--- src/rtl/monitor_pkg.sv ---
// Shared definitions for the hardware monitor: channel geometry and capture FSM states.
// The LCD renderer sizes its inputs from the same CH_COUNT/CH_WIDTH.
package monitor_pkg;

  localparam int CH_COUNT = 8;
  localparam int CH_WIDTH = 8;
  localparam int CH_SEL_W = $clog2(CH_COUNT);

  typedef enum logic [1:0] {
    ST_RUN    = 2'b00,
    ST_ARMED  = 2'b01,
    ST_HOLD   = 2'b10,
    ST_FROZEN = 2'b11
  } state_t;

  function automatic logic [CH_WIDTH-1:0] channel_of(
    input logic [CH_COUNT*CH_WIDTH-1:0] bus,
    input logic [CH_SEL_W-1:0]          idx
  );
    return bus[idx*CH_WIDTH +: CH_WIDTH];
  endfunction

endpackage

--- src/rtl/debounce.sv ---
// Pushbutton conditioner: 2-FF synchronizer, stability counter, and a one-cycle
// pulse on each accepted press (stable 1->0). Releases are accepted silently.
module debounce #(
  parameter int DEBOUNCE = 270000
) (
  input  logic clk,
  input  logic resetn,
  input  logic raw,
  output logic press_pulse
);

  localparam int CNT_W = $clog2(DEBOUNCE);

  logic             sync1_reg;
  logic             sync2_reg;
  logic             stable_reg;
  logic             pulse_reg;
  logic [CNT_W-1:0] cnt_reg;

  always_ff @(posedge clk or negedge resetn) begin
    if (!resetn) begin
      sync1_reg  <= 1'b1;
      sync2_reg  <= 1'b1;
      stable_reg <= 1'b1;
      pulse_reg  <= 1'b0;
      cnt_reg    <= '0;
    end else begin
      sync1_reg <= raw;
      sync2_reg <= sync1_reg;
      pulse_reg <= 1'b0;
      if (sync2_reg == stable_reg) begin
        cnt_reg <= '0;
      end else if (cnt_reg == CNT_W'(DEBOUNCE - 1)) begin
        // New level has held long enough; only a falling level is a press.
        stable_reg <= sync2_reg;
        cnt_reg    <= '0;
        pulse_reg  <= ~sync2_reg;
      end else begin
        cnt_reg <= cnt_reg + 1'b1;
      end
    end
  end

  assign press_pulse = pulse_reg;

endmodule

--- src/rtl/probe_capture.sv ---
// Capture front-end: registers eight probe channels and snapshots them either on a
// free-running divider or on a masked pattern trigger with hold-off; a button freezes it.
module probe_capture
  import monitor_pkg::*;
#(
  parameter int SAMPLE_DIV  = 540000,
  parameter int DEBOUNCE    = 270000,
  parameter int HOLD_CYCLES = 27000000
) (
  input  logic                         clk,
  input  logic                         resetn,
  input  logic [CH_COUNT*CH_WIDTH-1:0] probe,
  input  logic                         mode,
  input  logic [CH_SEL_W-1:0]          trig_ch,
  input  logic [CH_WIDTH-1:0]          trig_mask,
  input  logic [CH_WIDTH-1:0]          trig_value,
  input  logic                         freeze_btn,
  output logic [CH_WIDTH-1:0]          out_0,
  output logic [CH_WIDTH-1:0]          out_1,
  output logic [CH_WIDTH-1:0]          out_2,
  output logic [CH_WIDTH-1:0]          out_3,
  output logic [CH_WIDTH-1:0]          out_4,
  output logic [CH_WIDTH-1:0]          out_5,
  output logic [CH_WIDTH-1:0]          out_6,
  output logic [CH_WIDTH-1:0]          out_7,
  output logic [CH_COUNT-1:0]          changed,
  output logic                         snap_valid,
  output logic [1:0]                   state
);

  localparam int DIV_W  = $clog2(SAMPLE_DIV);
  localparam int HOLD_W = $clog2(HOLD_CYCLES + 1);

  logic [CH_COUNT*CH_WIDTH-1:0] probe_q_reg;
  state_t                       state_reg, state_next;
  logic [DIV_W-1:0]             div_reg;
  logic [HOLD_W-1:0]            hold_reg;
  logic [CH_WIDTH-1:0]          out_reg [CH_COUNT];
  logic [CH_COUNT-1:0]          changed_reg, changed_next;
  logic                         snap_valid_reg;

  logic press, div_wrap, hold_done, trig_match, snap_en, div_clr;

  debounce #(.DEBOUNCE(DEBOUNCE)) u_debounce (
    .clk        (clk),
    .resetn     (resetn),
    .raw        (freeze_btn),
    .press_pulse(press)
  );

  assign div_wrap   = (div_reg == DIV_W'(SAMPLE_DIV - 1));
  assign hold_done  = (hold_reg == HOLD_W'(HOLD_CYCLES - 1));
  assign trig_match = ((channel_of(probe_q_reg, trig_ch) ^ trig_value) & trig_mask) == '0;

  // A press outranks everything; a wrap or match outranks a mode change.
  always_comb begin
    state_next = state_reg;
    snap_en    = 1'b0;
    div_clr    = 1'b0;
    if (press) begin
      if (state_reg == ST_FROZEN) begin
        state_next = mode ? ST_ARMED : ST_RUN;
        div_clr    = 1'b1;
      end else begin
        state_next = ST_FROZEN;
      end
    end else begin
      case (state_reg)
        ST_RUN: begin
          if (div_wrap)  snap_en    = 1'b1;
          else if (mode) state_next = ST_ARMED;
        end
        ST_ARMED: begin
          if (trig_match) begin
            snap_en    = 1'b1;
            state_next = ST_HOLD;
          end else if (!mode) begin
            state_next = ST_RUN;
            div_clr    = 1'b1;
          end
        end
        ST_HOLD: begin
          if (hold_done) begin
            state_next = mode ? ST_ARMED : ST_RUN;
            div_clr    = !mode;
          end
        end
        default: ;
      endcase
    end
  end

  always_ff @(posedge clk or negedge resetn) begin
    if (!resetn) begin
      probe_q_reg <= '0;
      state_reg   <= ST_RUN;
      div_reg     <= '0;
      hold_reg    <= '0;
    end else begin
      probe_q_reg <= probe;
      state_reg   <= state_next;
      if (div_clr)                 div_reg <= '0;
      else if (state_reg == ST_RUN) div_reg <= div_wrap ? '0 : div_reg + 1'b1;
      // Hold counter idles at zero outside HOLD, so entering HOLD starts from 0.
      if (state_reg != ST_HOLD)    hold_reg <= '0;
      else if (!hold_done)         hold_reg <= hold_reg + 1'b1;
    end
  end

  for (genvar gi = 0; gi < CH_COUNT; gi++) begin : g_changed
    assign changed_next[gi] = (probe_q_reg[gi*CH_WIDTH +: CH_WIDTH] != out_reg[gi]);
  end

  always_ff @(posedge clk or negedge resetn) begin
    if (!resetn) begin
      for (int i = 0; i < CH_COUNT; i++) out_reg[i] <= '0;
      changed_reg    <= '0;
      snap_valid_reg <= 1'b0;
    end else begin
      snap_valid_reg <= snap_en;
      if (snap_en) begin
        for (int i = 0; i < CH_COUNT; i++) out_reg[i] <= probe_q_reg[i*CH_WIDTH +: CH_WIDTH];
        changed_reg <= changed_next;
      end
    end
  end

  assign out_0      = out_reg[0];
  assign out_1      = out_reg[1];
  assign out_2      = out_reg[2];
  assign out_3      = out_reg[3];
  assign out_4      = out_reg[4];
  assign out_5      = out_reg[5];
  assign out_6      = out_reg[6];
  assign out_7      = out_reg[7];
  assign changed    = changed_reg;
  assign snap_valid = snap_valid_reg;
  assign state      = state_reg;

endmodule

--- config.mk ---
export PLATFORM = sky130hd
export DESIGN_NAME = probe_capture
export DESIGN_NICKNAME = d
export VERILOG_FILES = /design/src/rtl/monitor_pkg.sv /design/src/rtl/debounce.sv /design/src/rtl/probe_capture.sv
export SDC_FILE = /design/constraint.sdc
export NUM_CORES = 1
export LEC_CHECK = 0
export ABC_AREA = 1
export BUFFER_PORTS_ARGS = -buffer_cell sky130_fd_sc_hd__clkbuf_2
export CORE_UTILIZATION = 45
export CTS_BUF_LIST = sky130_fd_sc_hd__clkbuf_16
export DETAILED_ROUTE_END_ITERATION = 10
export PLACE_DENSITY = 0.66
export SYNTH_ARGS = -nofsm -noshare
export SYNTH_HDL_FRONTEND = slang
export SYNTH_SLANG_ARGS = --single-unit
--- constraint.sdc ---
create_clock -name clk -period 2.35 [get_ports clk]
set_input_delay 0.235 -clock clk [delete_from_list [all_inputs] [get_ports clk]]
set_output_delay 0.235 -clock clk [all_outputs]
set_load 0.05 [all_outputs]
==> impl_metrics.csv <==
group,metric,value,unit
outcome,status,"complete, no violations",
global_routing,gr-usage-all-layers,23.51,%
detailed_routing,drtIter0Drc,407,
global_routing,overflow,0,
detailed_routing,met1Wirelength,11740,um
critical_path,cp_data_arrival_time,2.51,ns
sta,layout_worst_path_cycle_share,89.83,%
synth,ys_ff_latch,207,
sta,fin_skew,0.01649,ns
sta,hold_viol,0,
sta,finalCriticalPeriod,2.111,ns
final_layout,drive_gt1_share,16.17,%
global_routing,antenna_found_initial,0,
final_layout,design_area,12600,um2
detailed_routing,firstDrtPassIters,5,
sta,setup_viol,0,
floorplan,core,21820,um2
synth,synth.largest_area_cell,"dfrtp_1",
detailed_routing,wl_met2,12230,um
final_layout,fin_util,57.73,%
critical_path,worstPathRequired,2.75,ns
synth,synthAdderAreaFrac,0.8764,%
cts,path_clk_slew,0.06,ns
global_routing,grt_first_pass_wirelength,42080,um
sta,tightest_slew,0.5401,ns
placed_design,gp_congestion,0.9062,
final_layout,n_fill_cell,1933,
floorplan,ios,162,
placed_design,dpl_worst_slack,0.09017,ns
floorplan,die_x,151.0,um
final_layout,largest_register_ffs,64,
global_routing,grt_max_degree,65,
detailed_routing,routed_wl,26150,um
synth,synthArstFlopShare,100.0,%
synth,synth_top_family_by_area,"simple AND/OR/NAND/NOR gates",
synth,ys_warn_count,0,
pwr,ir_worst_vdd,0.0007710,V
sta,rsz0062_at_grt,"no",
final_layout,instances_no_fill,1733,
critical_path,end_kind,"flip-flop",
synth,synth-simple-area-share,28.60,%
synth,synth_top_area_share,51.08,%
final_layout,syn_to_final_growth,26.08,%
sta,slew_headroom,63.99,%
min_path,hold_class,"in -> reg",
pwr,p_per_area,1040,nW/um2
synth,syn_area,9993,um2
critical_path,critical_path_class,"reg -> reg",
synth,synthTopCellsByCount,"nand2_1 (347), dfrtp_1 (204), nand3_1 (151)",
floorplan,die_y,151.0,um
cts,root_buffer,"clkbuf_16",
synth,synth.avg_cell_area,8.328,um2
synth,synth_compound_area_share,3.656,%
synth,synthFlopType,"dfrtp_1",
synth,synth_edf_count,0,
detailed_routing,vias,8726,
synth,ys_types,43,
synth,syn-num-nets,1294,
critical_path,rrSetupSlack,0.24,ns
detailed_routing,avgRoutedWirePerCell,15.09,um
floorplan,core.rowCount,54,
pwr,leakage,6.259,nW
detailed_routing,drc,0,
sta,setup-tns-final,0,ns
synth,muxShareOfSynthArea,0,%
sta,fmax,473.7,MHz
sta,final.setup.worst_slack,0.2390,ns
synth,ys_seq_area_share,51.87,%
cts,htree_num_levels,1,
final_layout,antenna_cells,0,
critical_path,critical_path.startpoint_type,"flip-flop",
placed_design,place_area,11160,um2
final_layout,fin_nets,1529,
placed_design,dp.cells,1623,
synth,synthXorXnorAreaFrac,7.625,%
cts,clk_latency,0.52,ns
placed_design,io_buffer_count,161,
cts,clock_sinks,207,
cts,cts_tree,"yes",
cts,cts_made_buffers,24,
synth,yosysMostFrequentCell,"nand2_1",
floorplan,die_area,22810,um2
placed_design,dp_hpwl,18150,um
critical_path,crit_fanout,33,
detailed_routing,highest_layer,"met4",
cts,clk_path_buf_depth,3,
sta,slew_violations,0,
global_routing,grt_pass1_vias,8457,
flow_run,max_cap_violations,0,
detailed_routing,via_per_inst,5.035,
cts,cts_setup_buffers,0,
detailed_routing,antenna_left,0,
synth,synthCells,1200,
floorplan,start_util,45.79,%
synth,synth_top_cells_by_area,"dfrtp_1 (51%), nand2_1 (13%), nand3_1 (7.6%)",
detailed_routing,wl_met3,1247,um
## final cells by class
class	instances	area [um2]	area share [%]
sequential	207	5184	41.14
multi-input combinational	821	4088	32.44
timing repair buffer	250	1723	13.67
clock buffer	25	625.6	4.965
inverter	131	494.2	3.923
tap	280	350.3	2.781
clock inverter	19	135.1	1.072
## worst max-delay path, stage by stage, from the launching register on
cell and delay, ns:
dfrtp_1 0.41, inv_1 0.08, nand2_1 0.05, nand3_1 0.09, nand3_1 0.15, nand2_1 0.11, nand2_1 0.05, nand3_1 0.07
nand2_1 0.06, nor2_1 0.16, nand3_2 0.12, o21ai_4 0.12, nand2_4 0.08, buf_4 0.27, nand2_1 0.11, nand2_1 0.06
## path summary, 6_finish.rpt
check / cells past startpoint / endpoint / startpoint
setup / recovery: 15 / out_1[2] / probe_q_reg[3]
hold / removal: 5 / state[0] / mode
min in group asynchronous: 2 / probe_q_reg[53] / resetn
max in group asynchronous: 3 / u_debounce.sync1_reg / resetn
setup reg to reg: 15 / out_1[2] / probe_q_reg[3]
hold reg to reg: 0 / u_debounce.sync2_reg / u_debounce.sync1_reg
## metal layers
metal | GRT usage, % | up-vias
li1 | - | 4270
met1 | 31.43 | 4155
met2 | 38.42 | 246
met3 | 3.133 | 55
met4 | 9.850 | 0
met5 | 0 | -
## cells by family after synthesis
| family | count (synthesis) |
|---|---|
| fa+ha+maj | 7 |
| buf+inv | 172 |
| xor+xnor | 87 |
| flops | 207 |
| simple gates | 664 |
| compound gates | 63 |
## where the power goes
group / internal (W) / switching [W] / total (W)
Sequential: 0.00424 / 0.000724 / 0.00496
Combinational: 0.00126 / 0.00331 / 0.00457
Clock: 0.00213 / 0.00145 / 0.00358
## metrics by stage
stage | hold slack (ns) | power (W)
after floorplan | -0.06059 | 0.008205
after global placement | 0.2641 | 0.009412
after detailed placement | 0.2650 | 0.009483
after CTS | 0.1581 | 0.01317
after global routing | 0.2250 | 0.01377
final | 0.1709 | 0.01311
## cell usage in the layout (no fill, tap or decap), types with 19 or more instances in the layout
master / instances
a21oi_1: 19
nor2_1: 92
xnor2_1: 56
clkbuf_2: 160
nand3_1: 150
nor3_1: 22
clkbuf_16: 25
xor2_1: 31
nand4_1: 20
inv_1: 130
dfrtp_1: 204
o21ai_0: 29
nand2_1: 347
dlygate4sd3_1: 66
## timing repair
item,4_1_cts,5_1_grt
hold buffers,66,0
resized for setup,0,5
setup endpoints to repair,0,2
endpoints found under the hold margin,125,0
Power figures use the tool's default switching activity.
